--- src/rtl/alu_pkg.sv ---
// Opcode and sub-function encodings shared by the sequential ALU and its controller.
package alu_pkg;

    localparam logic [3:0] OP_SHL  = 4'b0010;
    localparam logic [3:0] OP_SHR  = 4'b0011;
    localparam logic [3:0] OP_ADD  = 4'b0100;
    localparam logic [3:0] OP_LOG  = 4'b0101;
    localparam logic [3:0] OP_CMP  = 4'b0110;
    localparam logic [3:0] OP_MUL  = 4'b0111;
    localparam logic [3:0] OP_MOV  = 4'b1011;
    localparam logic [3:0] OP_ROT  = 4'b1100;
    localparam logic [3:0] OP_ADDI = 4'b1101;
    localparam logic [3:0] OP_SUBI = 4'b1110;

    // OP_ADD
    localparam logic [1:0] FN_ADD  = 2'b00;
    localparam logic [1:0] FN_ADC  = 2'b01;
    localparam logic [1:0] FN_SUB  = 2'b10;
    localparam logic [1:0] FN_SBC  = 2'b11;
    // OP_LOG
    localparam logic [1:0] FN_OR   = 2'b00;
    localparam logic [1:0] FN_AND  = 2'b01;
    localparam logic [1:0] FN_XOR  = 2'b10;
    localparam logic [1:0] FN_NAND = 2'b11;
    // OP_CMP
    localparam logic [1:0] FN_EQ   = 2'b00;
    localparam logic [1:0] FN_LT   = 2'b01;
    localparam logic [1:0] FN_GT   = 2'b10;
    localparam logic [1:0] FN_NONE = 2'b11;
    // OP_ROT / OP_MOV
    localparam logic [1:0] FN_RL   = 2'b00;
    localparam logic [1:0] FN_RR   = 2'b01;

endpackage

--- src/rtl/mul_shift_add.sv ---
// Iterative unsigned shift-add multiplier: one partial product per cycle, W cycles per result.
module mul_shift_add #(
    parameter int unsigned W = 8
) (
    input  logic           Clk,
    input  logic           Reset,
    input  logic           start,
    input  logic [W-1:0]   a,
    input  logic [W-1:0]   b,
    output logic           busy,
    output logic           done,
    output logic [2*W-1:0] prod
);

    localparam int unsigned CW = $clog2(W + 1);

    logic           busy_q;
    logic [CW-1:0]  cnt_q;
    logic [2*W-1:0] mcand_q;
    logic [W-1:0]   mplier_q;
    logic [2*W-1:0] acc_q;
    logic [2*W-1:0] acc_nxt;

    assign acc_nxt = acc_q + (mplier_q[0] ? mcand_q : '0);
    assign busy    = busy_q;
    // Strobe for the edge that completes the final step; prod is valid alongside it.
    assign done    = busy_q && (cnt_q == CW'(1));
    assign prod    = acc_nxt;

    always_ff @(posedge Clk) begin
        if (Reset) begin
            busy_q   <= 1'b0;
            cnt_q    <= '0;
            mcand_q  <= '0;
            mplier_q <= '0;
            acc_q    <= '0;
        end else if (busy_q) begin
            acc_q    <= acc_nxt;
            mcand_q  <= mcand_q << 1;
            mplier_q <= mplier_q >> 1;
            cnt_q    <= cnt_q - CW'(1);
            if (cnt_q == CW'(1)) begin
                busy_q <= 1'b0;
            end
        end else if (start) begin
            mcand_q  <= {{W{1'b0}}, a};
            mplier_q <= b;
            acc_q    <= '0;
            cnt_q    <= CW'(W);
            busy_q   <= 1'b1;
        end
    end

endmodule

--- src/rtl/seq_alu.sv ---
// Registered ALU with C/Z/branch flag registers, start/done handshake and multi-cycle multiply.
module seq_alu
    import alu_pkg::*;
#(
    parameter int unsigned W    = 8,
    parameter int unsigned IMMW = 2
) (
    input  logic            Clk,
    input  logic            Reset,
    input  logic            Start,
    input  logic [3:0]      OP,
    input  logic [1:0]      funct,
    input  logic [IMMW-1:0] imm,
    input  logic [W-1:0]    InputA,
    input  logic [W-1:0]    InputB,
    output logic [W-1:0]    Out,
    output logic [W-1:0]    OutHi,
    output logic            carry,
    output logic            zero,
    output logic            branch,
    output logic            busy,
    output logic            done
);

    logic [W-1:0] out_q, out_d, out_hi_q, out_hi_d;
    logic         carry_q, carry_d, zero_q, zero_d, branch_q, branch_d, done_q, done_d;
    logic         wr_res;

    logic           mul_busy, mul_done, mul_start, accept;
    logic [2*W-1:0] mul_prod;

    logic [IMMW:0] k;
    logic [W-1:0]  k_w;
    logic          cin;
    logic [W:0]    shl_w, shr_w, sum_w, dif_w;

    assign accept    = Start & ~mul_busy;
    assign mul_start = accept & (OP == OP_MUL);

    assign k     = {1'b0, imm} + {{IMMW{1'b0}}, 1'b1};
    assign k_w   = {{(W-IMMW-1){1'b0}}, k};
    assign cin   = funct[0] & carry_q;
    // Extra bit on each side captures the last bit shifted out as the carry.
    assign shl_w = {1'b0, InputB} << k;
    assign shr_w = {InputB, 1'b0} >> k;
    assign sum_w = {1'b0, InputA} + {1'b0, InputB} + {{W{1'b0}}, cin};
    assign dif_w = {1'b0, InputB} - {1'b0, InputA} - {{W{1'b0}}, cin};

    mul_shift_add #(
        .W (W)
    ) u_mul (
        .Clk   (Clk),
        .Reset (Reset),
        .start (mul_start),
        .a     (InputA),
        .b     (InputB),
        .busy  (mul_busy),
        .done  (mul_done),
        .prod  (mul_prod)
    );

    always_comb begin
        out_d    = out_q;
        out_hi_d = out_hi_q;
        carry_d  = carry_q;
        zero_d   = zero_q;
        branch_d = branch_q;
        done_d   = 1'b0;
        wr_res   = 1'b0;

        if (mul_done) begin
            out_d    = mul_prod[W-1:0];
            out_hi_d = mul_prod[2*W-1:W];
            carry_d  = |mul_prod[2*W-1:W];
            zero_d   = (mul_prod == '0);
            done_d   = 1'b1;
        end else if (accept && (OP != OP_MUL)) begin
            done_d = 1'b1;
            wr_res = 1'b1;
            case (OP)
                OP_SHL: begin
                    out_d   = shl_w[W-1:0];
                    carry_d = shl_w[W];
                end
                OP_SHR: begin
                    out_d   = shr_w[W:1];
                    carry_d = shr_w[0];
                end
                OP_ADD: begin
                    if (funct[1]) {carry_d, out_d} = dif_w;
                    else          {carry_d, out_d} = sum_w;
                end
                OP_LOG: begin
                    case (funct)
                        FN_OR:   out_d = InputA | InputB;
                        FN_AND:  out_d = InputA & InputB;
                        FN_XOR:  out_d = InputA ^ InputB;
                        default: out_d = ~(InputA & InputB);
                    endcase
                end
                OP_CMP: begin
                    wr_res = 1'b0;
                    case (funct)
                        FN_EQ:   branch_d = (InputA == InputB);
                        FN_LT:   branch_d = (InputA < InputB);
                        FN_GT:   branch_d = (InputA > InputB);
                        default: branch_d = 1'b0;
                    endcase
                end
                OP_MOV: out_d = (funct == 2'b00) ? InputA : InputB;
                OP_ROT: begin
                    case (funct)
                        FN_RL: begin
                            out_d   = {InputB[W-2:0], carry_q};
                            carry_d = InputB[W-1];
                        end
                        FN_RR: begin
                            out_d   = {carry_q, InputB[W-1:1]};
                            carry_d = InputB[0];
                        end
                        default: out_d = InputB;
                    endcase
                end
                OP_ADDI: out_d = InputB + k_w;
                OP_SUBI: out_d = InputB - k_w;
                default: out_d = '0;
            endcase
            if (wr_res) begin
                out_hi_d = '0;
                zero_d   = (out_d == '0);
            end
        end
    end

    always_ff @(posedge Clk) begin
        if (Reset) begin
            out_q    <= '0;
            out_hi_q <= '0;
            carry_q  <= 1'b0;
            zero_q   <= 1'b0;
            branch_q <= 1'b0;
            done_q   <= 1'b0;
        end else begin
            out_q    <= out_d;
            out_hi_q <= out_hi_d;
            carry_q  <= carry_d;
            zero_q   <= zero_d;
            branch_q <= branch_d;
            done_q   <= done_d;
        end
    end

    assign Out    = out_q;
    assign OutHi  = out_hi_q;
    assign carry  = carry_q;
    assign zero   = zero_q;
    assign branch = branch_q;
    assign busy   = mul_busy;
    assign done   = done_q;

endmodule

--- config.mk ---
export PLATFORM = sky130hd
export DESIGN_NAME = seq_alu
export DESIGN_NICKNAME = d
export VERILOG_FILES = /design/src/rtl/alu_pkg.sv /design/src/rtl/mul_shift_add.sv /design/src/rtl/seq_alu.sv
export SDC_FILE = /design/constraint.sdc
export NUM_CORES = 1
export LEC_CHECK = 0
export CAP_MARGIN = 15
export CORE_MARGIN = 2
export CORE_UTILIZATION = 45
export CTS_CLUSTER_SIZE = 24
export DETAILED_ROUTE_END_ITERATION = 6
export GPL_ROUTABILITY_DRIVEN = 0
export GPL_TIMING_DRIVEN = 0
export SLEW_MARGIN = 40
export SYNTH_ARGS = -nofsm -noshare
export SYNTH_HDL_FRONTEND = slang
export SYNTH_SLANG_ARGS = --single-unit
export TNS_END_PERCENT = 1
--- constraint.sdc ---
create_clock -name Clk -period 5.5 [get_ports Clk]
set_input_delay 1.1 -clock Clk [delete_from_list [all_inputs] [get_ports Clk]]
set_output_delay 1.1 -clock Clk [all_outputs]
set_load 0.01 [all_outputs]
# After elaboration in Yosys (flattened, before gate mapping)
# Index checks and enable logic that the tools add are counted.
# totals
input_bits	27
rom_bits	0
latchBits	0
mem_bits_rw	0
out_inout_bits	21
reg_bits	65
word_cells	103
n_memories	0
# op_classes
n_mux	38
n_mul	0
shift	2
bitwise_logic	9
n_reduce_logical	14
eq_ne	16
n_lt_le_gt_ge	2
div_mod_pow	0
add_sub_neg	9
# op_table
cell	n
$mux W16	5
$mux W8	9
$pmux W8 S9	1
$pmux W8 S3	1
$add A16 B16 Y16	1
$eq A4 B3 Y1 const B	4
$eq A4 B4 Y1 const B	4
$logic_not A16 Y1	1
$pmux W8 S2	1
$mux W1	14
$mux W7	2
$add A8 B8 Y9	1
$add A9 B1 Y9	1
$shl A8 B3 Y9	1
$shr A9 B3 Y9	1
$sub A8 B8 Y9	1
$sub A9 B1 Y9	1
$add A8 B3 Y8	1
$and A8 B8 Y8	1
$eq A4 B2 Y1 const B	2
$eq A8 B8 Y1	1
$gt A8 B8 Y1	1
$logic_not A8 Y1	1
$lt A8 B8 Y1	1
25 further kinds	33

# Longest topological paths before layout
# Gate-level depths: netlist of the first run.
# depth
depth_word	10
mapped_depth	16
ltp_nobuf	14

# Cells and area by module
# Synthesis of the first run repeated with hierarchy kept, for this count alone.
# hier_totals
cells_unflattened	851
hier_area_um2	6795.3
# by_module_without_submodules
mod	seq_area_each_um2	cells_per_inst	area_each_um2	instances
seq_alu	400.4	525	4076.4	1
mul_shift_add	900.9	326	2718.9	1

# Worst setup path before layout of the first run
# No wires, ideal clock.
# synth_timing
kind	input port to flip-flop
start	in funct[0]
end	reg zero_q, in the netlist zero
setup_time_ns	0.059
slack_ns	1.044
stages	14
arrival_ns	4.398
required_time_ns	5.441
n_path_buf	3
path_cell_list	buf_2 buf_2 clkbuf_1 nand2_1 fa_1 fa_1 o21bai_1 nor2b_1 xnor2_1 a2111oi_0 nand4_1 or4_1 nor4_1 a211o_1
# synth_between
elab_chain_len	10
word_cells_on_any_way	17
cone_classes	2 x add/sub; 2 x eq/ne; 10 x mux; 1 x bitwise; 2 x reduce/logical
# synth_lines
item	line	source
start: declaration	seq_alu.sv:12	input logic [1:0] funct,
$and A1 B1 Y1	seq_alu.sv:42	assign cin = funct[0] & carry_q;
$add A9 B1 Y9 / $sub A9 B1 Y9 (equally long branches)	seq_alu.sv:46, seq_alu.sv:47	
$mux W8	seq_alu.sv:90	if (funct[1]) {carry_d, out_d} = dif_w;
$pmux W8 S9 *	seq_alu.sv:80	case (OP)
$mux W8 *	seq_alu.sv:77	end else if (accept && (OP != OP_MUL)) begin
$mux W8 *	seq_alu.sv:71	if (mul_done) begin
$logic_not A8 Y1 *	seq_alu.sv:130	zero_d = (out_d == '0);
$mux W1 *	seq_alu.sv:128	if (wr_res) begin
$mux W1 *	seq_alu.sv:77	
$mux W1 *	seq_alu.sv:71	
end signal: assignment	seq_alu.sv:147	zero_q <= zero_d;
end: declaration	seq_alu.sv:26	logic carry_q, carry_d, zero_q, zero_d, branch_q, branch_d, done_q, done_d;
# Every way passes the cells marked *; elsewhere a longest branch is shown, timed or not. The select of a mux whose other input is x is not followed.
# A chain may end at the register's enable or synchronous reset.

# Worst setup path after layout of the first run
# layout_timing
start	in InputB[2]
end	reg zero_q, in the netlist zero
# layout_between
elab_chain_len	10
word_cells_on_any_way	23
cone_classes	6 x add/sub; 2 x shift; 10 x mux; 4 x bitwise; 1 x reduce/logical
# layout_lines
item	line	source
start: declaration	seq_alu.sv:15	input logic [W-1:0] InputB,
$add A8 B8 Y9 (tied with other cells)	seq_alu.sv:46	assign sum_w = {1'b0, InputA} + {1'b0, InputB} + {{W{1'b0}}, cin};
$add A9 B1 Y9 (tied with other cells)	seq_alu.sv:46	
$mux W8 / $pmux W8 S3 (equally long branches)	seq_alu.sv:90, seq_alu.sv:94	
$pmux W8 S9 *	seq_alu.sv:80	
$mux W8 *	seq_alu.sv:77	
$mux W8 *	seq_alu.sv:71	
$logic_not A8 Y1 *	seq_alu.sv:130	
$mux W1 *	seq_alu.sv:128	
$mux W1 *	seq_alu.sv:77	
$mux W1 *	seq_alu.sv:71	
# Marked as above.

==> run metrics, run 1 <==
status complete, no violations; Sequential Power Share 0.338; Post-CTS Setup Bufs 0; clk slew on worst S/H paths 0.05 ns; router iterations before antenna repair 5; combinational power share 0.273; most frequent cells in the layout nand2_1 (90), a21oi_1 (85), nor2_1 (66), dfxtp_1 (65), ha_1 (59); antenna-violating nets left 0; CTS tree yes; M2 GR Usage 0.412; CTS Buf Count 9; GRT Util Overall 0.285; Cells after Synth 842; Syn Std Cell Area 6480 um^2; Max stage delay on crit path ~0.60 ns; DRT Wirelength 21600 um; fraction of registers with async set/reset 0; Ys Warns 0; post-layout net count 992; RSZ-0062 raised after global routing false; met1 usage 0.422; cell family with most CP delay buffers and inverters; IO buf count 45; switching part of the total 0.312; WL/cell 20.0 um; Distinct cells, synth 68; Root Driver clkbuf_16; Avg Cell Area, Syn ~7.7 um^2; number of global-route vias before repair 6070; Initial Util 0.463; hold worst-path end u_mul.mplier_q[6]; net switching power between 400 and 500 uW; period utilization 0.953; M3 GR Usage 0.0733; Hold WC Path Type flip-flop to flip-flop; critical path cell sequence clkdlybuf4s50_1 > clkbuf_1 > inv_1 > ha_1 > inv_1 > fa_1 > o21bai_1 > nor2b_1 > xnor2_1 > a2111oi_0 > nand4_1 > or4_1 > nor4_1 > a211o_1; post-DR vias/cell 6.20; hold depth 2; ant diodes 0; die width 124 um; reg2reg end zero; H-Tree Depth 3; crit path DAT 5.52 ns; Overflow after GRT 0; routed vias about 6700; clk_lat worst skew 0.33 ns; Max stage delay cell, worst path clkdlybuf4s50_1; Most used DFF post-synth dfxtp_1; DRC 0; Setup CP Type input port to flip-flop; Tot Pwr 1460 uW; most frequent CP cell inv_1; Slew @ Worst Pin 0.917 ns; max-cap viol count 0; clock share of power 0.390; share of layout cells above drive strength 1 0.0599; FP Rows 43; Net Count, Synth 937; Final Critical Period 5.24 ns; area growth from synthesis to layout 15.2%; Rel. slew slack 0.380; Die ar. 15400 um^2; Critical Path Fanout Max 10; first-pass GRT wire length about 33000 um; die height 124 um; Pint 1000 uW; static leakage 0.00293 uW; Seq cells post-synth 65; final number of hold-violating endpoints 0; Placed Cells ~1100; hold_buf cts 0; IO Pins 48; Seq/Total Area, Yosys 0.201; CTS resizes 0; fmax 191 MHz; CTS Buffer Depth 2; Sink Count 65; hpwl dp 16800 um; path depth of the worst reg2reg path 11; GR peak layer met1; WP buf/inv 4; Hold Crit Start u_mul.mplier_q[6]; core area 14000 um^2; Slew Viols, Final 0; number of synthesized flops with an enable pin 0; most common cell after layout, fill and taps aside nand2_1; PD cells 195 nW/um^2; violation count after the first detailed-route iteration just under 700; Layout Utilization 0.534; r2r startpoint carry; pin count of the biggest net entering global routing 11; Fillers ~1400; Critical Path Start Type input port; worst IR drop on VDD 0.139 mV; worst clock skew 0.00447 ns; nature of the critical path endpoint flip-flop; initial antenna violation count 0; worst path required time 5.78 ns; flop2flop setup slack 1.64 ns; final setup fails 0; Final Non-Filler Cells between 1000 and 1500
## power groups by stage
stage	clock network, uW	logic [uW]	registers, uW
final	568	397	492
after global routing	590	428	492
after floorplan	0	251	500
after CTS	573	388	492
after detailed placement	0	385	502
after global placement	0	377	502
## stage by stage
stage	hold WS (ns)	setup WS, ns	setup TNS (ns)	area [um^2]
CTS	0.459	0.305	0	7460
finish	0.458	0.260	0	7470
floorplan	0.437	1.04	0	6480
global placement	0.447	0.0679	0	7160
detailed placement	0.452	-0.0234	-0.0234	7170
global route	0.486	0.112	0	7470
## flip-flops by register name, summed over array words and instances, names as in the netlist
name,cells
Out,8
OutHi,8
branch,1
carry,1
done,1
u_mul.acc_q,16
u_mul.busy,1
u_mul.cnt_q,4
u_mul.mcand_q,16
u_mul.mplier_q,8
zero,1
## Yosys cell counts (10+ instances only)
cell	count	area [um^2]
nand3b_1	29	218
clkbuf_1	43	161
a22oi_1	17	128
buf_2	12	60.1
nand2_1	90	338
xor2_1	20	175
a21oi_1	85	425
nor2_1	66	248
mux2i_1	31	310
nor2b_1	18	113
dfxtp_1	65	1300
o21ai_0	36	180
o211ai_1	10	75.1
xnor2_1	21	184
ha_1	59	738
nand3_1	10	50.1
and2_1	19	119
inv_1	38	143
nor3_1	19	95.1
## cell families after synthesis
family / after synthesis / synth area share
flops: 65 / 0.201
compound gates: 221 / 0.217
mux: 44 / 0.0826
simple gates: 306 / 0.243
xor+xnor: 41 / 0.0554
buf+inv: 97 / 0.0591
fa+ha+maj: 68 / 0.142
## layout make-up
type	instances	area [um^2]	area share
clock inverters	3	40.0	0.00536
inverters	39	146	0.0196
flip-flops and latches	65	1300	0.174
plain buffers	57	233	0.0312
repair buffers	45	450	0.0603
clock buffers	13	250	0.0335
well taps	180	225	0.0302
multi-input cells	680	4820	0.646
## worst min-delay path, delay by kind of cell, from the launching register on
| family | cells | cell delay [ns] |
|---|---|---|
| flip-flops | 1 | 0.31 |
| AND/OR/NAND/NOR | 1 | 0.05 |
| AO/OA/AOI/OAI | 1 | 0.05 |
## worst max path at each step
stage | from | end | depth (start not counted)
2_1_floorplan | funct[0] | zero | 14
3_3_place_gp | InputB[2] | zero | 14
3_5_place_dp | imm[0] | zero | 16
4_1_cts | imm[0] | zero | 17
5_1_grt | InputB[2] | zero | 14
6_report | InputB[2] | zero | 14
## metal layers
metal  up-vias  share of wire
met1      3211           0.47
met3        42          0.095
met2       337           0.41
li1       3120              -
met5         -              0
met4         0          0.018
(Power assumes the default switching activity.)
==> run 2: changes to the inputs <==
- DONT_BUFFER_PORTS: unset -> 1
==> run 2 against run 1 <==
  * Non-clock buffer count fell by 45
  * Cell area is 5.7% lower
  * Setup slack improved by 0.20 ns
  * Largest power group unchanged
  * Die area stayed put
  * Critical endpoint unchanged
  * Utilization down 3.1 points
  * Clock power up 6.9%
  * Sequential power grew 0.8%
  * Sequential share of layout area rose by 1.1 points
  * Global-route usage decreased by 0.53 points
  * Via count down 4.6%
  * Hold slack better by 0.0015 ns
==> run metrics, run 2 (synthesis gave the netlist of run 1 again) <==
status complete, no violations; clk_lat worst skew 0.34 ns (about the same); number of global-route vias before repair 5906 (-2.7%); Slew Viols, Final 0 (unchanged); crit path DAT 5.32 ns (-0.20 ns); CTS resizes 0 (unchanged); GRT Util Overall 0.279 (-0.00526); RSZ-0062 raised after global routing false; post-layout net count 947 (-4.5%); CTS tree yes; routed vias 6398 (-4.6%); Final Critical Period 5.04 ns (-0.200 ns); initial antenna violation count 0 (unchanged); most common cell after layout, fill and taps aside nand2_1; DRC 0 (unchanged); first-pass GRT wire length 32600 um (-2.1%); Initial Util 0.463 (unchanged); Critical Path Start Type input port; critical path cell sequence buf_2 > buf_2 > nand2_1 > fa_1 > fa_1 > o21bai_1 > nor2b_1 > xnor2_1 > a2111oi_0 > nand4_1 > or4_1 > nor4_1 > a211o_1; Rel. slew slack 0.399 (+0.0197); worst setup margin 0.461 ns (+0.200 ns); flop2flop setup slack 1.39 ns (-0.25 ns); CTS Buffer Depth 2 (unchanged); clk slew on worst S/H paths 0.06 ns (about the same); ant diodes 0 (unchanged); IO buf count 0 (-100%); fmax 198 MHz (+4.0%); worst IR drop on VDD 0.162 mV (+17%); max-cap viol count 0 (unchanged); share of layout cells above drive strength 1 0.0653 (+0.00548); Overflow after GRT 0 (unchanged); hold depth 2 (unchanged); die height 124 um (unchanged); Hold WS 0.460 ns (+0.00147 ns); post-DR vias/cell 6.17 (-0.51%); Slew @ Worst Pin 0.888 ns (-0.0291 ns); reg2reg end zero; final setup fails 0 (unchanged); PD cells 206 nW/um^2 (+5.5%); FP Rows 43 (unchanged); router iterations before antenna repair 6 (+1); CTS Buf Count 9 (unchanged); static leakage 0.00277 uW (-5.4%); violation count after the first detailed-route iteration 679 (-1.7%); H-Tree Depth 3 (unchanged); die width 124 um (unchanged); Max stage delay cell, worst path or4_1; pin count of the biggest net entering global routing 12 (+1); period utilization 0.916 (-0.0365); Regs by FF count u_mul.acc_q (16), u_mul.mcand_q (16); final number of hold-violating endpoints 0 (unchanged); WL/cell 20.2 um (+0.97%); core area 14000 um^2 (unchanged); cell family with most CP delay simple AND/OR/NAND/NOR gates; post-route cell area 7040 um^2 (-5.7%); WP buf/inv 2 (-2); Hold WC Path Type flip-flop to flip-flop; IO Pins 48 (unchanged); Post-CTS Setup Bufs 0 (unchanged); worst path required time 5.78 ns (about the same); DRT Wirelength 20900 um (-3.2%); Max stage delay on crit path 0.58 ns (-0.02 ns); Die ar. 15400 um^2 (unchanged); Setup CP Type input port to flip-flop; Critical Path Fanout Max 19 (+9); antenna-violating nets left 0 (unchanged); area growth from synthesis to layout 8.59%; Hold Crit Start u_mul.mplier_q[6]; Root Driver clkbuf_16; Sink Count 65 (unchanged); hold worst-path end u_mul.mplier_q[6]; hpwl dp 16500 um (-1.8%); hold_buf cts 0 (unchanged); nature of the critical path endpoint flip-flop; r2r startpoint carry; worst clock skew 0.00712 ns (+0.00265 ns); Placed Area 6720 um^2 (-6.3%); path depth of the worst reg2reg path 11 (unchanged); Setup WS pre-CTS 0.0304 ns (+0.0539 ns); Crit. Startpoint funct[0]; most frequent cells in the layout nand2_1 (90), a21oi_1 (85), nor2_1 (66), dfxtp_1 (65), ha_1 (59)
==> run 2: how the worst max path moves through the flow <==
stage	to	slack [ns]	cells past startpoint
floorplan	zero	1.04	14
global placement	zero	-0.003	14
detailed placement	zero	0.03	14
CTS	zero	0.35	14
global route	zero	0.33	13
finish	zero	0.46	13
==> run 2: layout make-up <==
| class | count | area [um^2] |
|---|---|---|
| buffer | 57 | 233 |
| sequential | 65 | 1300 |
| inverter | 39 | 146 |
| clock buffer | 10 | 229 |
| tap | 180 | 225 |
| clock inverter | 6 | 82.6 |
| multi-input combinational | 680 | 4820 |
| fill | 1364 | 6950 |
==> run 2: worst reg2reg max path: cells and delay by family, from the launching register on <==
kind                     cells  cell delay, ns
AND/OR/NAND/NOR              5            1.61
flip-flops                   1            0.52
XOR/XNOR                     1            0.12
adder cells (fa/ha/maj)      2            0.85
AO/OA/AOI/OAI                3            0.94
==> run 2: where the power goes <==
| group | internal [uW] | switching (uW) | leakage (uW) |
|---|---|---|---|
| combinational | 133 | 212 | 0.00209 |
| clock | 394 | 213 | 0.000152 |
| sequential | 481 | 15.4 | 0.000526 |
| total | 1010 | 440 | 0.00277 |
==> run 2: routing by layer <==
layer,up-vias,global-route usage,share of wire
li1,3033,-,-
met1,3039,0.397,0.46
met2,293,0.411,0.42
met3,33,0.0842,0.096
met4,0,0.0709,0.019
met5,-,0,0
==> run 2: through the flow <==
stage	setup TNS, ns	instances	power [uW]	util
2_1_floorplan	0	842	751	-
3_3_place_gp	-0.00293	1022	835	0.479
3_5_place_dp	0	1022	840	0.480
4_1_cts	0	1038	1450	0.503
5_1_grt	0	1037	1520	0.503
6_report	0	1037	1450	0.503
